File: config.mk
export PLATFORM = sky130hd
export DESIGN_NAME = drive_motion_ctrl
export DESIGN_NICKNAME = d
export VERILOG_FILES = /design/src/rtl/drive_pkg.sv /design/src/rtl/drive_pwm.sv /design/src/rtl/drive_motion_ctrl.sv
export SDC_FILE = /design/constraint.sdc
export NUM_CORES = 1
export LEC_CHECK = 0
export CORE_ASPECT_RATIO = 0.8
export CORE_MARGIN = 2
export CORE_UTILIZATION = 42
export CTS_BUF_LIST = sky130_fd_sc_hd__clkbuf_16
export CTS_CLUSTER_SIZE = 30
export DETAILED_ROUTE_END_ITERATION = 7
export GPL_ROUTABILITY_DRIVEN = 0
export PLACE_DENSITY_LB_ADDON = 0.15
export SYNTH_ARGS = -nofsm -noshare
export SYNTH_HDL_FRONTEND = slang
export SYNTH_HIERARCHICAL = 1
export SYNTH_SLANG_ARGS = --single-unit
File: constraint.sdc
create_clock -name CLOCK_50 -period 4.9 [get_ports CLOCK_50]
set_input_delay 1.47 -clock CLOCK_50 [delete_from_list [all_inputs] [get_ports CLOCK_50]]
set_output_delay 1.47 -clock CLOCK_50 [all_outputs]
set_load 0.01 [all_outputs]
File: src/rtl/drive_pkg.sv
// Shared types and widths for the drive motion controller.
package drive_pkg;

  localparam int CNT_W  = 24;
  localparam int DUTY_W = 8;

  typedef enum logic [2:0] {
    IDLE   = 3'd0,
    ACCEL  = 3'd1,
    CRUISE = 3'd2,
    DECEL  = 3'd3,
    DONE   = 3'd4,
    FAULT  = 3'd5
  } state_e;

endpackage

File: src/rtl/drive_pwm.sv
// PWM generator: prescaled 8-bit counter. The applied duty only changes on the
// 255->0 wrap so a period is never cut short, except that force_zero kills it at once.
module drive_pwm
  import drive_pkg::*;
#(
  parameter int PWM_DIV = 4
) (
  input  logic              CLOCK_50,
  input  logic              rst_n,
  input  logic [DUTY_W-1:0] duty_in,
  input  logic              force_zero,
  output logic              pwm_out
);

  localparam int PRE_W = (PWM_DIV > 1) ? $clog2(PWM_DIV) : 1;

  logic [PRE_W-1:0]  pre_q, pre_d;
  logic [DUTY_W-1:0] cnt_q, cnt_d;
  logic [DUTY_W-1:0] applied_q, applied_d;
  logic              pre_tick;

  // Prescaler, counter advance and period-boundary reload of the applied duty
  always_comb begin
    pre_tick  = (pre_q == PRE_W'(PWM_DIV - 1));
    pre_d     = pre_tick ? '0 : pre_q + PRE_W'(1);
    cnt_d     = pre_tick ? cnt_q + DUTY_W'(1) : cnt_q;
    applied_d = applied_q;
    if (force_zero) begin
      applied_d = '0;
    end else if (pre_tick && (cnt_q == '1)) begin
      applied_d = duty_in;
    end
  end

  // PWM state registers; reset clears the applied duty so the pin drops immediately
  always_ff @(posedge CLOCK_50 or negedge rst_n) begin
    if (!rst_n) begin
      pre_q     <= '0;
      cnt_q     <= '0;
      applied_q <= '0;
    end else begin
      pre_q     <= pre_d;
      cnt_q     <= cnt_d;
      applied_q <= applied_d;
    end
  end

  assign pwm_out = (cnt_q < applied_q);

endmodule

File: src/rtl/drive_motion_ctrl.sv
// Move-command motion controller: trapezoidal duty profile over encoder distance.
// Optional stall detection is compiled in with DRIVE_STALL_DETECT_EN.
module drive_motion_ctrl
  import drive_pkg::*;
#(
  parameter int PWM_DIV      = 4,
  parameter int RAMP_DIV     = 1000,
  parameter int RAMP_STEP    = 8,
  parameter int MIN_DUTY     = 32,
  parameter int DECEL_DIST   = 200,
  parameter int STALL_CYCLES = 5000000
) (
  input  logic              CLOCK_50,
  input  logic              rst_n,
  input  logic              cmd_valid,
  output logic              cmd_ready,
  input  logic [CNT_W-1:0]  cmd_dist,
  input  logic              cmd_dir,
  input  logic [DUTY_W-1:0] cmd_duty,
  input  logic [CNT_W-1:0]  enc_count,
  input  logic              abort,
  output logic              MotorDirection,
  output logic              MotorPWM,
  output logic              busy,
  output logic              done,
  output logic              fault
);

  localparam int RAMP_W = $clog2(RAMP_DIV + 1);

  state_e            state_q, state_d;
  logic [CNT_W-1:0]  start_q, start_d, dist_q, dist_d;
  logic [DUTY_W-1:0] tgt_q, tgt_d, duty_q, duty_d;
  logic              dir_q, dir_d;
  logic [RAMP_W-1:0] ramp_q, ramp_d;

  logic [CNT_W-1:0]  diff, traveled, remaining;
  logic [DUTY_W-1:0] duty_floor;
  logic              moving, arrived, near_end, ramp_tick, force_zero, stall_hit;

  function automatic logic [DUTY_W-1:0] step_up(input logic [DUTY_W-1:0] cur,
                                                input logic [DUTY_W-1:0] lim);
    logic [DUTY_W+1:0] sum;
    sum = {2'b00, cur} + (DUTY_W + 2)'(RAMP_STEP);
    if (sum >= {2'b00, lim}) return lim;
    return sum[DUTY_W-1:0];
  endfunction

  function automatic logic [DUTY_W-1:0] step_down(input logic [DUTY_W-1:0] cur,
                                                  input logic [DUTY_W-1:0] flr);
    if ({2'b00, cur} >= ({2'b00, flr} + (DUTY_W + 2)'(RAMP_STEP)))
      return cur - DUTY_W'(RAMP_STEP);
    if (cur > flr) return flr;
    return cur;
  endfunction

  // Distance bookkeeping; a negative signed difference means no progress yet
  always_comb begin
    moving     = (state_q == ACCEL) || (state_q == CRUISE) || (state_q == DECEL);
    diff       = dir_q ? (enc_count - start_q) : (start_q - enc_count);
    traveled   = diff[CNT_W-1] ? '0 : diff;
    arrived    = (traveled >= dist_q);
    remaining  = dist_q - traveled;
    near_end   = (remaining <= CNT_W'(DECEL_DIST));
    ramp_tick  = (ramp_q == RAMP_W'(RAMP_DIV - 1));
    duty_floor = (tgt_q < DUTY_W'(MIN_DUTY)) ? tgt_q : DUTY_W'(MIN_DUTY);
  end

`ifdef DRIVE_STALL_DETECT_EN
  localparam int STALL_W = $clog2(STALL_CYCLES + 1);
  logic [CNT_W-1:0]   prev_enc_q, prev_enc_d;
  logic [STALL_W-1:0] stall_q, stall_d;

  // Count consecutive moving cycles during which the encoder has not changed
  always_comb begin
    prev_enc_d = enc_count;
    stall_d    = '0;
    stall_hit  = 1'b0;
    if (moving && (enc_count == prev_enc_q)) begin
      if (stall_q == STALL_W'(STALL_CYCLES - 1)) stall_hit = 1'b1;
      else                                       stall_d   = stall_q + STALL_W'(1);
    end
  end

  // Stall detector registers
  always_ff @(posedge CLOCK_50 or negedge rst_n) begin
    if (!rst_n) begin
      prev_enc_q <= '0;
      stall_q    <= '0;
    end else begin
      prev_enc_q <= prev_enc_d;
      stall_q    <= stall_d;
    end
  end
`else
  assign stall_hit = 1'b0;
`endif

  // Next-state, duty profile and status outputs
  always_comb begin
    state_d    = state_q;
    start_d    = start_q;
    dist_d     = dist_q;
    dir_d      = dir_q;
    tgt_d      = tgt_q;
    duty_d     = duty_q;
    ramp_d     = ramp_tick ? '0 : ramp_q + RAMP_W'(1);
    force_zero = 1'b0;
    cmd_ready  = 1'b0;
    busy       = moving;
    done       = 1'b0;
    fault      = 1'b0;
    case (state_q)
      IDLE: begin
        cmd_ready = 1'b1;
        duty_d    = '0;
        ramp_d    = '0;
        if (cmd_valid) begin
          start_d = enc_count;
          dist_d  = cmd_dist;
          dir_d   = cmd_dir;
          tgt_d   = cmd_duty;
          state_d = (cmd_dist == '0) ? DONE : ACCEL;
        end
      end
      ACCEL, CRUISE, DECEL: begin
        if (abort) begin
          state_d    = IDLE;
          duty_d     = '0;
          force_zero = 1'b1;
        end else if (arrived) begin
          state_d    = DONE;
          duty_d     = '0;
          force_zero = 1'b1;
        end else if (stall_hit) begin
          state_d    = FAULT;
          duty_d     = '0;
          force_zero = 1'b1;
        end else begin
          if (ramp_tick && (state_q == ACCEL)) duty_d = step_up(duty_q, tgt_q);
          if (ramp_tick && (state_q == DECEL)) duty_d = step_down(duty_q, duty_floor);
          if (near_end)                                   state_d = DECEL;
          else if ((state_q == ACCEL) && (duty_d == tgt_q)) state_d = CRUISE;
        end
      end
      DONE: begin
        done    = !abort;
        duty_d  = '0;
        state_d = IDLE;
      end
      FAULT: begin
        fault  = 1'b1;
        duty_d = '0;
        if (abort) state_d = IDLE;
      end
      default: state_d = IDLE;
    endcase
  end

  // Control registers
  always_ff @(posedge CLOCK_50 or negedge rst_n) begin
    if (!rst_n) begin
      state_q <= IDLE;
      duty_q  <= '0;
      dir_q   <= 1'b1;
      ramp_q  <= '0;
    end else begin
      state_q <= state_d;
      duty_q  <= duty_d;
      dir_q   <= dir_d;
      ramp_q  <= ramp_d;
    end
  end

  // Latched command data; only meaningful while a move is in progress
  always_ff @(posedge CLOCK_50) begin
    start_q <= start_d;
    dist_q  <= dist_d;
    tgt_q   <= tgt_d;
  end

  drive_pwm #(
    .PWM_DIV (PWM_DIV)
  ) u_pwm (
    .CLOCK_50   (CLOCK_50),
    .rst_n      (rst_n),
    .duty_in    (duty_q),
    .force_zero (force_zero),
    .pwm_out    (MotorPWM)
  );

  assign MotorDirection = dir_q;

endmodule

# After elaboration in Yosys (flattened, before gate mapping)

Index checks and enable logic that the tools add are counted.

Add/sub/neg operators: 9
Div/mod/pow operators: 0
Equality and inequality tests: 12
Multiply operators: 0
Bitwise logic cells: 0
Reduce and logical (&&, ||, !) cells: 15
Multiplexer cells: 52
Shifts and indexed selects: 0
Order comparisons: 7

Operator list:

| kind                                                        | number |
|---|---|
| two-way mux 8 bit                                           | 16 |
| subtractor 24 bit                                           | 2 |
| >= comparator 23 x 24 -> 1 bit                              | 1 |
| <= comparator 24 x 8 -> 1 bit (second input constant)       | 1 |
| zero test 24 bit                                            | 1 |
| two-way mux 24 bit                                          | 1 |
| subtractor 24 x 23 -> 24 bit                                | 1 |
| two-way mux 23 bit                                          | 1 |
| two-way mux 1 bit                                           | 22 |
| two-way mux 3 bit                                           | 7 |
| two-way mux 10 bit                                          | 2 |
| adder 8 x 4 -> 9 bit (second input constant)                | 2 |
| case mux 8 bit (2 select lines)                             | 1 |
| adder 10 x 1 -> 10 bit (second input constant)              | 1 |
| equality test 10 bit (second input constant)                | 1 |
| >= comparator 8 x 9 -> 1 bit                                | 1 |
| >= comparator 9 x 8 -> 1 bit                                | 1 |
| case mux 3 bit (3 select lines)                             | 1 |
| adder 8 x 1 -> 8 bit (second input constant)                | 1 |
| equality test 8 bit                                         | 1 |
| equality test 8 bit (second input constant)                 | 1 |
| > comparator 8 bit                                          | 1 |
| less-than comparator 8 x 6 -> 1 bit (second input constant) | 1 |
| less-than comparator 8 bit                                  | 1 |
| other kinds (17)                                            | 26 |

Flip-flop bits (word level): 96
Memories kept: 0
Output and inout bits: 6
ROM bits: 0
Bits in latches: 0
Bits in writable memories: 0
Logic and storage cells: 105

# Depth between registers and ports, before layout

Depth in word-level cells: 27
Gate-level depth with buffers: 25
Gate-level depth less buffers: 21

# Modules after synthesis

Netlist, hierarchy kept.

Modules (own cells, without submodules):

| module            | cells an instance | instances | area an instance (um2) |
|---|---|---|---|
| drive_motion_ctrl | 900               | 1         | 7652.3 |
| drive_pwm         | 93                | 1         | 955.9 |

# Least setup slack after synthesis

OpenSTA, ideal clock, no wires.

Path kind: input port to flip-flop
Start: input port enc_count[1]
End: register state_q[0]
Setup time: 99 ps
Stages on the path: 22
Buffers on the path: 1
Path slack: -1264 ps
Arrival: 6064 ps
Cells stage by stage: inv_1 -> ha_1 -> nor2b_1 -> o21ai_0 -> a21boi_0 -> o21ai_0 -> a2111oi_0 -> a21oi_1 -> o41ai_1 -> xnor2_1 -> clkbuf_1 -> nand2_1 -> ha_1 -> a21o_1 -> a221o_1 -> nand2_1 -> nand3_1 -> a311o_1 -> a211o_1 -> nor4_1 -> nand2_1 -> a311oi_1

Cells in the longest elaborated chain, start to end: 9
Elaborated cells on any way between the ends: 13
Classes of those cells: add/sub (3); order compare (2); eq/ne (1); mux (6); reduce/logical (1)

RTL lines:

| item                            | RTL line                 | RTL |
|---|---|---|
| start: declaration              | drive_motion_ctrl.sv:20  | `input logic [CNT_W-1:0] enc_count,` |
| subtractor 24 bit               | drive_motion_ctrl.sv:60  | `diff = dir_q ? (enc_count - start_q) : (start_q - enc_count);` |
| two-way mux 24 bit *            | drive_motion_ctrl.sv:60  |  |
| two-way mux 23 bit *            | drive_motion_ctrl.sv:61  | `traveled = diff[CNT_W-1] ? '0 : diff;` |
| subtractor 24 x 23 -> 24 bit    | drive_motion_ctrl.sv:63  | `remaining = dist_q - traveled;` |
| <= comparator 24 x 8 -> 1 bit   | drive_motion_ctrl.sv:64  | `near_end = (remaining <= CNT_W'(DECEL_DIST));` |
| two-way mux 3 bit               | drive_motion_ctrl.sv:142 | `if (near_end) state_d = DECEL;` |
| two-way mux 3 bit               | drive_motion_ctrl.sv:131 | `end else if (arrived) begin` |
| two-way mux 3 bit               | drive_motion_ctrl.sv:127 | `if (abort) begin` |
| case mux 3 bit (3 select lines) | drive_motion_ctrl.sv:113 | `case (state_q)` |
| end signal: assignment          | drive_motion_ctrl.sv:168 | `state_q <= state_d;` |
| end: declaration                | drive_motion_ctrl.sv:31  | `state_e state_q, state_d;` |

Every way passes the cells marked *; elsewhere a longest branch is shown, timed or not.
A chain may end at the register's enable or synchronous reset.

# Worst setup path in the final report

Ends and elaborated chain as after synthesis.

==> out/summary.txt <==
Leak Pwr - 5.50 nW
post-DP HPWL - 19.7 mm
Clock transition at path regs - 70 ps
H-tree depth - 3
maximum vdd drop - 0.000290 V
chip width - 164 um
final std cells w/o fill - 1532
status - finished with violations
pwr/cell area - 553 mW/mm^2
min Tclk post-route - 5820 ps
xor-xnor portion of the synthesized cell area - 5.49%
placed cell count - 1480
worst hold path type - reg -> reg
violated checks - negative setup slack
final worst slack - -919 ps
ys async rst share - 41.7%
drt first pass iters - 4
clk sink count - 96
placed cell areas - 0.0111 sq mm
initial antenna violation count - 0
Syn Inst Count - 993
Pins Over Slew Limit - 0
Clock Latency Late Sink - 360 ps
Area Growth Syn to Fin - 45.9%
final instance area - 0.0126 sq mm
fmax - 0.172 GHz
final hold viol count - 0
hold_ws - 433 ps
synth unique cells - 79
setup repair after global routing missed its margin - true
vias - 8393
share of layout cells above drive strength 1 - 33.4%
CTS buffer count - 9
post-layout net count - 1427
hold path cells - 1
largest net degree at the start of global routing - 41
CP Data Required Time - 5160 ps
TritonCTS clock tree - yes
root buf cell - clkbuf_16
max-cap violations - 0
Worst R2R End - state_q[0]
clock buffer depth - 2
core area - 0.0200 sq mm
DRC Markers - 0
worst slew pin tran - 950 ps
GRT Util Overall - 23.7%
DIE AREA - 0.0217 sq mm
critical path launch point type - input pin
Synth Area in Simple Gates - 20.0%
Fin Setup TNS - -13120 ps
Worst Reg-to-Reg Cells - 22
DR WL/cell - 17.0 um
setup violators final - 19
YS warnings - 6
skew final - 12.3 ps
Starting DRT DRC Count - 635
worst rel slew slack - 36.7%
total routed wirelength - 26.0 mm
final core occ - 62.9%
worst path arrival time - 6080 ps
row count - 46
antenna violation net count after detailed routing - 0
Vias/cell - 5.48
vias in the first global route - 7910
Tcrit/Tclk final - 119%
area fraction in compound gates after synthesis - 19.7%
mux contribution to synthesized area - 2.06%
Synth Register Bits - 96
Initial Utilization - 43.1%
top_reg_cell synth - edfxtp_1
first-pass GRT wire length - 41.2 mm
Hold EP - u_pwm/pre_q[0]
sequential element share of the synthesized area - 31.2%
Port Buffers - 66
largest family of logic cells by synthesized area - simple AND/OR/NAND/NOR gates
Critical Path End Type - register
ant diodes - 0
Critical Path Fanout Max - 4
Synth Area in Adders - 15.1%
Setup WS pre-CTS - -1690 ps
gr ovfl total - 0
worst setup path class - in -> reg
I/O Pins - 67
Cell Area, Synth - 0.00861 sq mm
Post-Syn Area per Cell - 8.67 sq um
Final Power - 6.94 mW
DIE HEIGHT - 132 um
Reg2Reg Launch Point - start_q[1]
R2R setup slack - -240 ps
Min-Delay Startpoint - u_pwm/pre_q[0]
Post-synth EDFFs - 56
cell usage in the layout, fill, tap and decap left out, types with 19 or more instances in the layout:
master             n
dfrtp_1           39
edfxtp_1          56
nand3_1           43
xnor2_1           34
nand4_1           20
inv_1             81
nand2_1           72
ha_4              36
clkdlybuf4s50_1   44
nor2_1            58
o21ai_0           35
a21oi_2           19
xor2_1            19
a21oi_1           50
buf_4            206
ha_1              63
logic make-up (layout without fill, tap and decap cells):
group / Yosys count / after routing
DFF: 96 / 96
buffers and inverters: 130 / 404
and+or+nand+nor: 334 / 334
other: 1 / 2
xor gates and xnor gates: 54 / 54
AOI/OAI and AO/OA: 258 / 258
adders and majority gates: 103 / 103
muxes: 17 / 17
report_power, final:
part | leakage (nW) | switching [mW] | total [mW] | internal [mW]
sequential | 1.06 | 0.110 | 1.12 | 1.01
clock | 0.143 | 0.365 | 0.726 | 0.361
combinational | 4.29 | 2.49 | 5.10 | 2.61
total | 5.50 | 2.96 | 6.94 | 3.98
worst max-delay path: stages:
cell       delay [ps]
buf_12            110
buf_4             140
buf_4             130
ha_1              220
o21ai_4           180
a21boi_4           80
o21ai_2           200
a2111oi_4         100
a21oi_2           220
o41ai_4           100
xnor2_2           400
clkbuf_16         250
nor2b_4           170
ha_4              140
nand2b_4          120
buf_4             110
a211oi_4           70
o211ai_1          290
nand3_1           160
a311o_1           340
a211o_1           330
nor4_4            410
nand2_1           140
a311oi_2          220
layout make-up:
class | count | area [sq um]
clock buffer | 9 | 225
clock inverter | 7 | 72.6
fill | 1660 | 7410
inverter | 96 | 375
multi-input combinational | 768 | 6410
sequential | 96 | 2680
tap | 264 | 330
timing repair buffer | 292 | 2460
state kept, by name (all words and copies together) (netlist names):
name and cells:
MotorDirection 1, dist_q 24, duty_q 8, ramp_q 10, start_q 24, state_q 3, tgt_q 8, u_pwm/applied_q 8
u_pwm/cnt_q 8, u_pwm/pre_q 2
cell usage after synthesis (9+ instances only):
master	n	area, sq um
clkbuf_1	22	82.6
nand3_1	45	225
nor3_1	15	75.1
mux2i_1	11	110
nand4_1	20	125
a31oi_1	11	68.8
ha_1	101	1260
and2_1	9	56.3
o31ai_1	9	67.6
nand2_1	86	323
nand2b_1	14	87.6
a211oi_1	14	105
xnor2_1	35	307
inv_1	96	360
nor2b_1	18	113
dfrtp_1	39	976
nor2_1	65	244
o211ai_1	15	113
and3_1	13	81.3
a21o_1	18	135
o21ai_0	57	285
xor2_1	19	166
edfxtp_1	56	1680
a21oi_1	71	355
worst max-delay path by stage:
stage,start,to,slack [ps],cells after the start
global placement,enc_count[1],state_q[0],-1550,25
finish,enc_count[1],state_q[0],-920,24
floorplan,enc_count[1],state_q[0],-760,22
CTS,enc_count[1],state_q[0],-960,26
global route,enc_count[9],state_q[0],-1110,22
detailed placement,enc_count[1],state_q[0],-1690,25
metal layers:
metal  routed length [um]  share of wire (%)  global-route usage (%)
met5                    0                  0                       0
met4                  298                1.1                    4.78
met3                 1440                5.5                    3.59
met2                11000                 42                    34.6
met1                13300                 51                    36.8
repair_timing:
action / in CTS / in global routing
setup buffers: 20 / 18
endpoints found under the setup margin: 19 / 19
resized for setup: 135 / 99
pin swaps: 51 / 52
hold buffers: 0 / 0
cloned: 1 / 1
(Power assumes the default switching activity.)
